### src/rtl/imem_fetch_pkg.sv
`default_nettype none
// ============================================================================
// Module      : imem_fetch_pkg
// Description : Shared CPU package for the instruction-memory fetch unit.
//               Holds the NOP instruction constant, the fetch-unit state
//               encoding and a byte-address to word-index helper.
// Revision    : 1.0 - initial release
// ============================================================================
package imem_fetch_pkg;

    // Instruction returned for faulting fetches and written by the clear pass.
    localparam logic [31:0] NOP = 32'h0000_0000;

    typedef enum logic [0:0] {
        ST_CLEAR = 1'b0,
        ST_READY = 1'b1
    } state_e;

    // Byte address to word index; callers keep the low log2(DEPTH) bits.
    function automatic logic [31:0] word_index(input logic [31:0] byte_addr);
        return byte_addr >> 2;
    endfunction

endpackage
`default_nettype wire

### src/rtl/imem_fetch_if.sv
`default_nettype none
// ============================================================================
// Module      : imem_fetch_if
// Description : Load/fetch bus between the CPU (and loader) and the
//               instruction memory.
//   master : drives ld_we/ld_addr/ld_data and fetch_req/fetch_addr,
//            receives ready/fetch_valid/fetch_inst/fetch_fault.
//   slave  : the instruction memory, opposite directions.
// Revision    : 1.0 - initial release
// ============================================================================
interface imem_fetch_if;

    logic        ready;
    logic        ld_we;
    logic [31:0] ld_addr;
    logic [31:0] ld_data;
    logic        fetch_req;
    logic [31:0] fetch_addr;
    logic        fetch_valid;
    logic [31:0] fetch_inst;
    logic        fetch_fault;

    modport master (
        input  ready,
        input  fetch_valid,
        input  fetch_inst,
        input  fetch_fault,
        output ld_we,
        output ld_addr,
        output ld_data,
        output fetch_req,
        output fetch_addr
    );

    modport slave (
        output ready,
        output fetch_valid,
        output fetch_inst,
        output fetch_fault,
        input  ld_we,
        input  ld_addr,
        input  ld_data,
        input  fetch_req,
        input  fetch_addr
    );

endinterface
`default_nettype wire

### src/rtl/imem_ram.sv
`default_nettype none
// ============================================================================
// Module      : imem_ram
// Description : DEPTH x 32 single-clock RAM, one synchronous write port and
//               one synchronous read-first read port. No reset on the array
//               or on the read register.
// Ports       : clk      - clock
//               we_i     - write enable
//               waddr_i  - write word index
//               wdata_i  - write data
//               re_i     - read enable (read register holds when low)
//               raddr_i  - read word index
//               rdata_o  - registered read data
// Revision    : 1.0 - initial release
// ============================================================================
module imem_ram #(
    parameter int DEPTH = 64,
    parameter int AW    = $clog2(DEPTH)
) (
    input  wire logic          clk,
    input  wire logic          we_i,
    input  wire logic [AW-1:0] waddr_i,
    input  wire logic [31:0]   wdata_i,
    input  wire logic          re_i,
    input  wire logic [AW-1:0] raddr_i,
    output logic [31:0]        rdata_o
);

    logic [31:0] mem_q [DEPTH];
    logic [31:0] rdata_q;

    // Both updates are non-blocking, so a same-cycle read of the written
    // word returns the old contents (read-first).
    always_ff @(posedge clk) begin
        if (we_i) begin
            mem_q[waddr_i] <= wdata_i;
        end
        if (re_i) begin
            rdata_q <= mem_q[raddr_i];
        end
    end

    assign rdata_o = rdata_q;

endmodule
`default_nettype wire

### src/rtl/imem_fetch.sv
`default_nettype none
// ============================================================================
// Module      : imem_fetch
// Description : Clocked instruction memory with registered fetch port,
//               program-load port, post-reset hardware clear and fetch
//               fault reporting (misaligned / out of range).
// Ports       : clk  - system clock, rising edge
//               rst  - asynchronous active-high reset
//               bus  - imem_fetch_if.slave:
//                      ready, ld_we/ld_addr/ld_data,
//                      fetch_req/fetch_addr,
//                      fetch_valid/fetch_inst/fetch_fault
// Revision    : 1.0 - initial release
// ============================================================================
module imem_fetch
    import imem_fetch_pkg::*;
#(
    parameter int          DEPTH    = 64,
    parameter logic [31:0] NOP_WORD = NOP
) (
    input  wire logic   clk,
    input  wire logic   rst,
    imem_fetch_if.slave bus
);

    localparam int            AW         = $clog2(DEPTH);
    localparam logic [AW-1:0] c_last_idx = AW'(DEPTH - 1);

    state_e        state_q;
    logic [AW-1:0] cnt_q;
    logic          ready_q;
    logic          valid_q;
    logic          fault_q;
    logic          nop_sel_q;   // fetch_inst shows NOP_WORD instead of RAM data

    logic          w_ram_we;
    logic [AW-1:0] w_ram_waddr;
    logic [31:0]   w_ram_wdata;
    logic          w_ram_re;
    logic [31:0]   w_ram_rdata;

    logic [AW-1:0] w_ld_idx;
    logic [AW-1:0] w_fetch_idx;
    logic          w_ld_in_range;
    logic          w_fetch_fault;
    logic          w_fetch_accept;

    assign w_ld_idx    = AW'(word_index(bus.ld_addr));
    assign w_fetch_idx = AW'(word_index(bus.fetch_addr));

    // Range checks use every upper address bit so large addresses never
    // alias onto a low word.
    assign w_ld_in_range  = (bus.ld_addr[31:AW+2] == '0);
    assign w_fetch_fault  = (bus.fetch_addr[1:0] != 2'b00) ||
                            (bus.fetch_addr[31:AW+2] != '0);
    assign w_fetch_accept = bus.fetch_req && ready_q;

    // Write-port mux: the clear pass owns the port until ready.
    always_comb begin
        w_ram_we    = 1'b0;
        w_ram_waddr = cnt_q;
        w_ram_wdata = NOP_WORD;
        if (state_q == ST_CLEAR) begin
            w_ram_we = 1'b1;
        end else if (bus.ld_we && w_ld_in_range) begin
            w_ram_we    = 1'b1;
            w_ram_waddr = w_ld_idx;
            w_ram_wdata = bus.ld_data;
        end
    end

    // Only good fetches update the read register; otherwise it holds,
    // which keeps fetch_inst stable on idle cycles.
    assign w_ram_re = w_fetch_accept && !w_fetch_fault;

    imem_ram #(
        .DEPTH (DEPTH),
        .AW    (AW)
    ) u_ram (
        .clk     (clk),
        .we_i    (w_ram_we),
        .waddr_i (w_ram_waddr),
        .wdata_i (w_ram_wdata),
        .re_i    (w_ram_re),
        .raddr_i (w_fetch_idx),
        .rdata_o (w_ram_rdata)
    );

    always_ff @(posedge clk or posedge rst) begin
        if (rst) begin
            state_q   <= ST_CLEAR;
            cnt_q     <= '0;
            ready_q   <= 1'b0;
            valid_q   <= 1'b0;
            fault_q   <= 1'b0;
            nop_sel_q <= 1'b1;
        end else begin
            valid_q <= 1'b0;
            fault_q <= 1'b0;
            case (state_q)
                ST_CLEAR: begin
                    cnt_q <= cnt_q + AW'(1);
                    if (cnt_q == c_last_idx) begin
                        state_q <= ST_READY;
                        ready_q <= 1'b1;
                    end
                end
                ST_READY: begin
                    if (w_fetch_accept) begin
                        valid_q   <= 1'b1;
                        fault_q   <= w_fetch_fault;
                        nop_sel_q <= w_fetch_fault;
                    end
                end
                default: begin
                    state_q <= ST_CLEAR;
                    cnt_q   <= '0;
                    ready_q <= 1'b0;
                end
            endcase
        end
    end

    // Selects between two registered sources; no input reaches the outputs.
    assign bus.ready       = ready_q;
    assign bus.fetch_valid = valid_q;
    assign bus.fetch_fault = fault_q;
    assign bus.fetch_inst  = nop_sel_q ? NOP_WORD : w_ram_rdata;

endmodule
`default_nettype wire

### src/flat_wrapper.sv
// flat-port wrapper written by rule: the top's interface ports become plain ports
module imem_fetch_flat import imem_fetch_pkg::*;
#(
    parameter int          DEPTH    = 64,
    parameter logic [31:0] NOP_WORD = NOP
)
  (clk, rst, bus_ready, bus_fetch_valid, bus_fetch_inst, bus_fetch_fault, bus_ld_we, bus_ld_addr, bus_ld_data, bus_fetch_req, bus_fetch_addr);
  imem_fetch_if bus_i ();
  input  wire logic clk;
  input  wire logic rst;
  output wire logic [$bits(bus_i.ready)-1:0] bus_ready;
  output wire logic [$bits(bus_i.fetch_valid)-1:0] bus_fetch_valid;
  output wire logic [$bits(bus_i.fetch_inst)-1:0] bus_fetch_inst;
  output wire logic [$bits(bus_i.fetch_fault)-1:0] bus_fetch_fault;
  input wire logic [$bits(bus_i.ld_we)-1:0] bus_ld_we;
  input wire logic [$bits(bus_i.ld_addr)-1:0] bus_ld_addr;
  input wire logic [$bits(bus_i.ld_data)-1:0] bus_ld_data;
  input wire logic [$bits(bus_i.fetch_req)-1:0] bus_fetch_req;
  input wire logic [$bits(bus_i.fetch_addr)-1:0] bus_fetch_addr;
  assign bus_ready = bus_i.ready;
  assign bus_fetch_valid = bus_i.fetch_valid;
  assign bus_fetch_inst = bus_i.fetch_inst;
  assign bus_fetch_fault = bus_i.fetch_fault;
  assign bus_i.ld_we = bus_ld_we;
  assign bus_i.ld_addr = bus_ld_addr;
  assign bus_i.ld_data = bus_ld_data;
  assign bus_i.fetch_req = bus_fetch_req;
  assign bus_i.fetch_addr = bus_fetch_addr;
  imem_fetch #(.DEPTH(DEPTH), .NOP_WORD(NOP_WORD)) u_core (.clk(clk), .rst(rst), .bus(bus_i));
endmodule
### config.mk
export PLATFORM = sky130hd
export DESIGN_NAME = imem_fetch_flat
export DESIGN_NICKNAME = d
export VERILOG_FILES = /design/src/rtl/imem_fetch_pkg.sv /design/src/rtl/imem_fetch_if.sv /design/src/rtl/imem_ram.sv /design/src/rtl/imem_fetch.sv /design/src/flat_wrapper.sv
export SDC_FILE = /design/constraint.sdc
export NUM_CORES = 2
export LEC_CHECK = 0
export CAP_MARGIN = 20
export CORE_ASPECT_RATIO = 0.8
export CORE_MARGIN = 2
export CORE_UTILIZATION = 40
export CTS_BUF_LIST = sky130_fd_sc_hd__clkbuf_4
export CTS_CLUSTER_SIZE = 16
export DETAILED_ROUTE_END_ITERATION = 8
export PLACE_DENSITY = 0.63
export SYNTH_ARGS = -nofsm -noshare
export SYNTH_HDL_FRONTEND = slang
export SYNTH_SLANG_ARGS = --single-unit
### constraint.sdc
create_clock -name clk -period 5.6 [get_ports clk]
set_clock_uncertainty 0.2 [all_clocks]
set_input_delay 0.56 -clock clk [delete_from_list [all_inputs] [get_ports clk]]
set_output_delay 0.56 -clock clk [all_outputs]
set_load 0.01 [all_outputs]
After elaboration in Yosys (flattened, before gate mapping) --
Memory sizes are Yosys's and may differ from the RTL's. A register that Yosys moved wholly into a read port is not among the register bits. Index checks and enable logic that the tools add are counted.
Word-level totals: register bits after elaboration 11, bits in writable memories 2048, bits of input ports 100, word-level logic and storage cells 35, memories kept 1
Memories:
- u_core.u_ram.mem_q | depth 64, bits a word 32, rd ports 1, clocked after Yosys merged registers in 1, write ports 1, line imem_ram.sv:29 | logic [31:0] mem_q [DEPTH];
Cells by class: add/sub/neg operators 1, eq/ne operators 1, muxes and demuxes 15, bitwise logic cells 1, reduce and logical (&&, ||, !) cells 10
Operator list (number):
- 2-to-1 mux 32 bit | 3
- zero test 24 bit | 1
- nonzero test 24 bit | 1
- 2-to-1 mux 6 bit | 2
- 2-to-1 mux 1 bit | 10
- adder 6 x 1 -> 6 bit, second input constant | 1
- equality test 6 bit, second input constant | 1
- AND reduction 2 bit | 2
- logical AND 1 bit | 3
- nonzero test 2 bit | 1
- zero test 1 bit | 1
- logical OR 1 bit | 1
- NOT 1 bit | 1

Logic depth before layout (Yosys ltp) --
depth after elaboration 6, depth in mapped cells 10, mapped depth without buffers 5

By module --
From an unflattened synthesis, not the netlist that was laid out.
Unflattened totals: cells, all modules 3456, area total of the unflattened synthesis 79951.7 um2
By module, submodules not included:
- imem_ram | times used 1, cells each 3324, area an instance 78835.6 um2
- imem_fetch | times used 1, cells each 132, area an instance 1116.1 um2

Worst setup path after synthesis --
Ideal clock, no wire load.
kind input port to flip-flop, start input bus_ld_addr[9], end memory u_core.u_ram.mem_q[17][0], enable pin, setup time 0.421 ns, data arrival time 3.478 ns, required time 4.979 ns, setup slack 1.501 ns, cell stages on the path 6, cells stage by stage nor4b_1 > nand4_1 > nor3_2 > clkbuf_1 > mux2_2 > nor2_1
On the way: word-level cells in the longest chain between the ends 6
Ends and longest elaborated chain:
- start, declared | line flat_wrapper.sv:16 | input wire logic [$bits(bus_i.ld_addr)-1:0] bus_ld_addr;
- zero test 24 bit (*) | line imem_fetch.sv:53 | assign w_ld_in_range = (bus.ld_addr[31:AW+2] == '0);
- logical AND 1 bit (*) | line imem_fetch.sv:65 | end else if (bus.ld_we && w_ld_in_range) begin
- 2-to-1 mux 1 bit | line imem_fetch.sv:65
- 2-to-1 mux 1 bit | line imem_fetch.sv:63 | if (state_q == ST_CLEAR) begin
- 2-to-1 mux 1 bit | line imem_ram.sv:35 | if (we_i) begin
- 2-to-1 mux 1 bit (not written as such) | line imem_ram.sv:36 | mem_q[waddr_i] <= wdata_i;
- end, declared | line imem_ram.sv:29
Every way passes the cells marked *; elsewhere a longest branch is shown, timed or not.

Worst setup path after layout --
start register u_core.nop_sel_q, end output bus_fetch_inst[14]
On the way: word-level cells in the longest chain between the ends 1
Ends and longest elaborated chain:
- start, declared | line imem_fetch.sv:34 | logic nop_sel_q;
- start signal, assigned | line imem_fetch.sv:112 | nop_sel_q <= w_fetch_fault;
- 2-to-1 mux 32 bit | line imem_fetch.sv:128 | assign bus.fetch_inst = nop_sel_q ? NOP_WORD : w_ram_rdata;
- end, declared | line flat_wrapper.sv:13 | output wire logic [$bits(bus_i.fetch_inst)-1:0] bus_fetch_inst;
No other way between the ends.

==> impl_metrics.json <==
{
  "finalCritPeriodShare_pct": 74.2,
  "max-clock-path-buffers": 4,
  "drcViolationCount": 0,
  "gp_congestion": 0.866,
  "htreeDepth": 5,
  "yosys.area.top_type_share_pct": 77.5,
  "synth_top_area_cell": "edfxtp_1",
  "hold_depth": 3,
  "critPathTopFamily": "flip-flops",
  "criticalPathCategory": "flop to primary output",
  "wl_um": 201000,
  "period_needed_ns": 4.16,
  "finalSetupTns_ns": 0,
  "p_leak_nw": 27.0,
  "cp.arrival_ns": 3.40,
  "synth-async-reset-ratio_pct": 0.526,
  "crit_required_ns": 4.84,
  "drive_gt1_share_pct": 34.6,
  "synthFlopType": "edfxtp_1",
  "synth_warnings": 0,
  "status": "completed",
  "ant_nets": 0,
  "hold_slack_ns": 0.103,
  "postCtsResizedCells": 0,
  "num_io_pins": 135,
  "vias": 40300,
  "rr_worst_depth": 6,
  "grt_max_degree": 90,
  "grt_use_total_pct": 19.5,
  "fin_ws_ns": 1.44,
  "core_area_mm2": 0.200,
  "placementRows": 147,
  "slowest_delay_ns": 1.24,
  "pwr_density_cell_mw_per_mm2": 318,
  "fin_cells": 7203,
  "synth_area_mm2": 0.0806,
  "layout.nets": 4265,
  "numCtsBuffers": 481,
  "via_per_inst": 5.59,
  "tightest_slew_ns": 1.07,
  "syn-num-nets": 3644,
  "yosysMostFrequentCell": "edfxtp_1",
  "synth_edf_count": 2080,
  "slowest_stage": "dfstp_2",
  "synthTopCellsByCount": "edfxtp_1, mux4_2, mux2i_1, nor2_1, clkbuf_1",
  "maxSlewViolCount": 0,
  "initial_core_util_pct": 40.2,
  "placed_cells": 6330,
  "antenna_found_initial": 9,
  "grt_setup_unrepaired": "no",
  "cts_tree": "built",
  "peakVddDrop_v": 0.000198,
  "hpwlAfterDp_um": 115000,
  "clk_pin_slew_ns": 0.07,
  "cp.depth": 2,
  "ys_types": 47,
  "critPathBufInv": 1,
  "die_h_um": 406,
  "die_x_um": 506,
  "hold_viol_final": 0,
  "insertion_delay_ns": 1.35,
  "stdcell_area_mm2": 0.0932,
  "cp_cell_sequence": "nor2b_1 -> clkdlybuf4s50_1",
  "max_freq_mhz": 241,
  "wl_per_cell_um": 27.9,
  "drv_cap": 0,
  "cp-end-kind": "primary output",
  "root_buffer": "clkbuf_4",
  "grt_pass1_wl_um": 288000,
  "synth_cells": 3543,
  "io_buffers": 132,
  "ys_seq_elements": 2091,
  "start_kind": "flop",
  "cts_sinks": 2091,
  "crit_fanout": 33,
  "synth_seq_area_share_pct": 77.8,
  "dp_slack_ns": 0.773,
  "maxSlewHeadroom_pct": 26.8,
  "drtIter0Drc": 5232,
  "setup_viol": 0,
  "first_pass_iters": 8,
  "syn_to_final_growth_pct": 15.5,
  "yosys-top-cells-area": "edfxtp_1, mux4_2, mux2i_1",
  "grt_pass1_vias": 40500,
  "placed_cell_area_mm2": 0.0868,
  "dieArea_mm2": 0.205,
  "postSynthAreaPerCell_um2": 22.8,
  "gr-total-overflow": 0,
  "hold_path_class": "primary input to flop"
}
[per-stage QoR]
stage	power (mW)	util [%]
after floorplan	17.7	-
after global placement	18.0	43.3
after detailed placement	18.0	43.3
after CTS	29.9	46.4
after global routing	30.7	46.5
final	29.6	46.5
[cell type report]
| class | instances | area (um2) |
|---|---|---|
| Inverter | 4 | 15.0 |
| Clock buffer | 715 | 5370 |
| Clock inverter | 114 | 637 |
| Tap cell | 2682 | 3360 |
| Multi-Input combinational cell | 1252 | 17500 |
| Sequential cell | 2091 | 62700 |
| Timing Repair Buffer | 334 | 3520 |
| Fill cell | 16700 | 107000 |
| Antenna cell | 11 | 27.5 |
[flip-flops by register name (all words and copies together), names as in the netlist]
name / flops
u_core.nop_sel_q: 1
u_core.u_ram.mem_q: 2048
u_core.state_q: 1
u_core.bus.fetch_valid: 1
u_core.bus.fetch_fault: 1
u_core.u_ram.rdata_o: 32
u_core.cnt_q: 6
u_core.bus.ready: 1
[layer usage]
| layer | wire [um] | up-vias | share of wire (%) | track usage [%] |
|---|---|---|---|---|
| met3 | 18000 | 222 | 8.9 | 4.35 |
| met1 | 86700 | 21400 | 43 | 28.7 |
| met5 | 0 | - | 0 | 0 |
| li1 | - | 16700 | - | - |
| met2 | 93500 | 1965 | 46 | 29.3 |
| met4 | 3030 | 0 | 1.5 | 5.13 |
[path summary, 6_finish.rpt]
path,startpoint,end,slack [ns]
setup reg to reg,u_core.state_q,u_core.u_ram.mem_q[30][22],1.49
hold reg to reg,u_core.bus.ready,u_core.bus.ready,0.42
max in group asynchronous,rst,u_core.cnt_q[0],4.34
setup / recovery,u_core.nop_sel_q,bus_fetch_inst[14],1.44
hold / removal,bus_ld_data[19],u_core.u_ram.mem_q[17][19],0.10
min in group asynchronous,rst,u_core.bus.fetch_valid,0.45
[timing repair]
item	CTS	global route
endpoints found under the hold margin	498	61
buffers inserted	0	0
hold buffers	30	1
[power by group]
part,internal (mW),switching [mW]
logic,0.311,0.437
clock network,6.11,5.82
registers,16.9,0
total,23.4,6.25
[worst register-to-register path, stage by stage (launching register included)]
cell and delay, ns:
dfrtp_1 0.72, inv_1 0.32, nor3_4 0.65, buf_4 0.37, mux2_2 0.62, nor2_4 0.63, buf_12 0.28
[kinds of logic (layout without fill, tap and decap cells)]
family / after synthesis / after routing / synth area share (%)
flops: 2091 / 2091 / 77.8
mux: 707 / 707 / 16.9
simple gates: 325 / 325 / 2.08
compound gates: 214 / 214 / 1.92
buf+inv: 200 / 1167 / 1.21
xor+xnor: 5 / 5 / 0.0543
fa+ha+maj: 1 / 1 / 0.0155
other cells: 0 / 11 / 0
[layout by cell type (no fill, tap or decap), drive strengths merged, types with 27 or more instances in the layout]
cell type | netlist | routed
buf | 112 | 177
clkinv | 0 | 101
o22ai | 36 | 36
edfxtp | 2080 | 2080
nor2b | 66 | 66
dlygate4sd3 | 0 | 31
and2 | 37 | 37
mux4 | 525 | 525
a22oi | 57 | 57
nor2 | 104 | 104
mux2i | 170 | 170
nand2 | 27 | 27
clkbuf | 84 | 715
clkdlybuf4s50 | 0 | 126
Note: power is estimated with default switching activity, not from simulation.
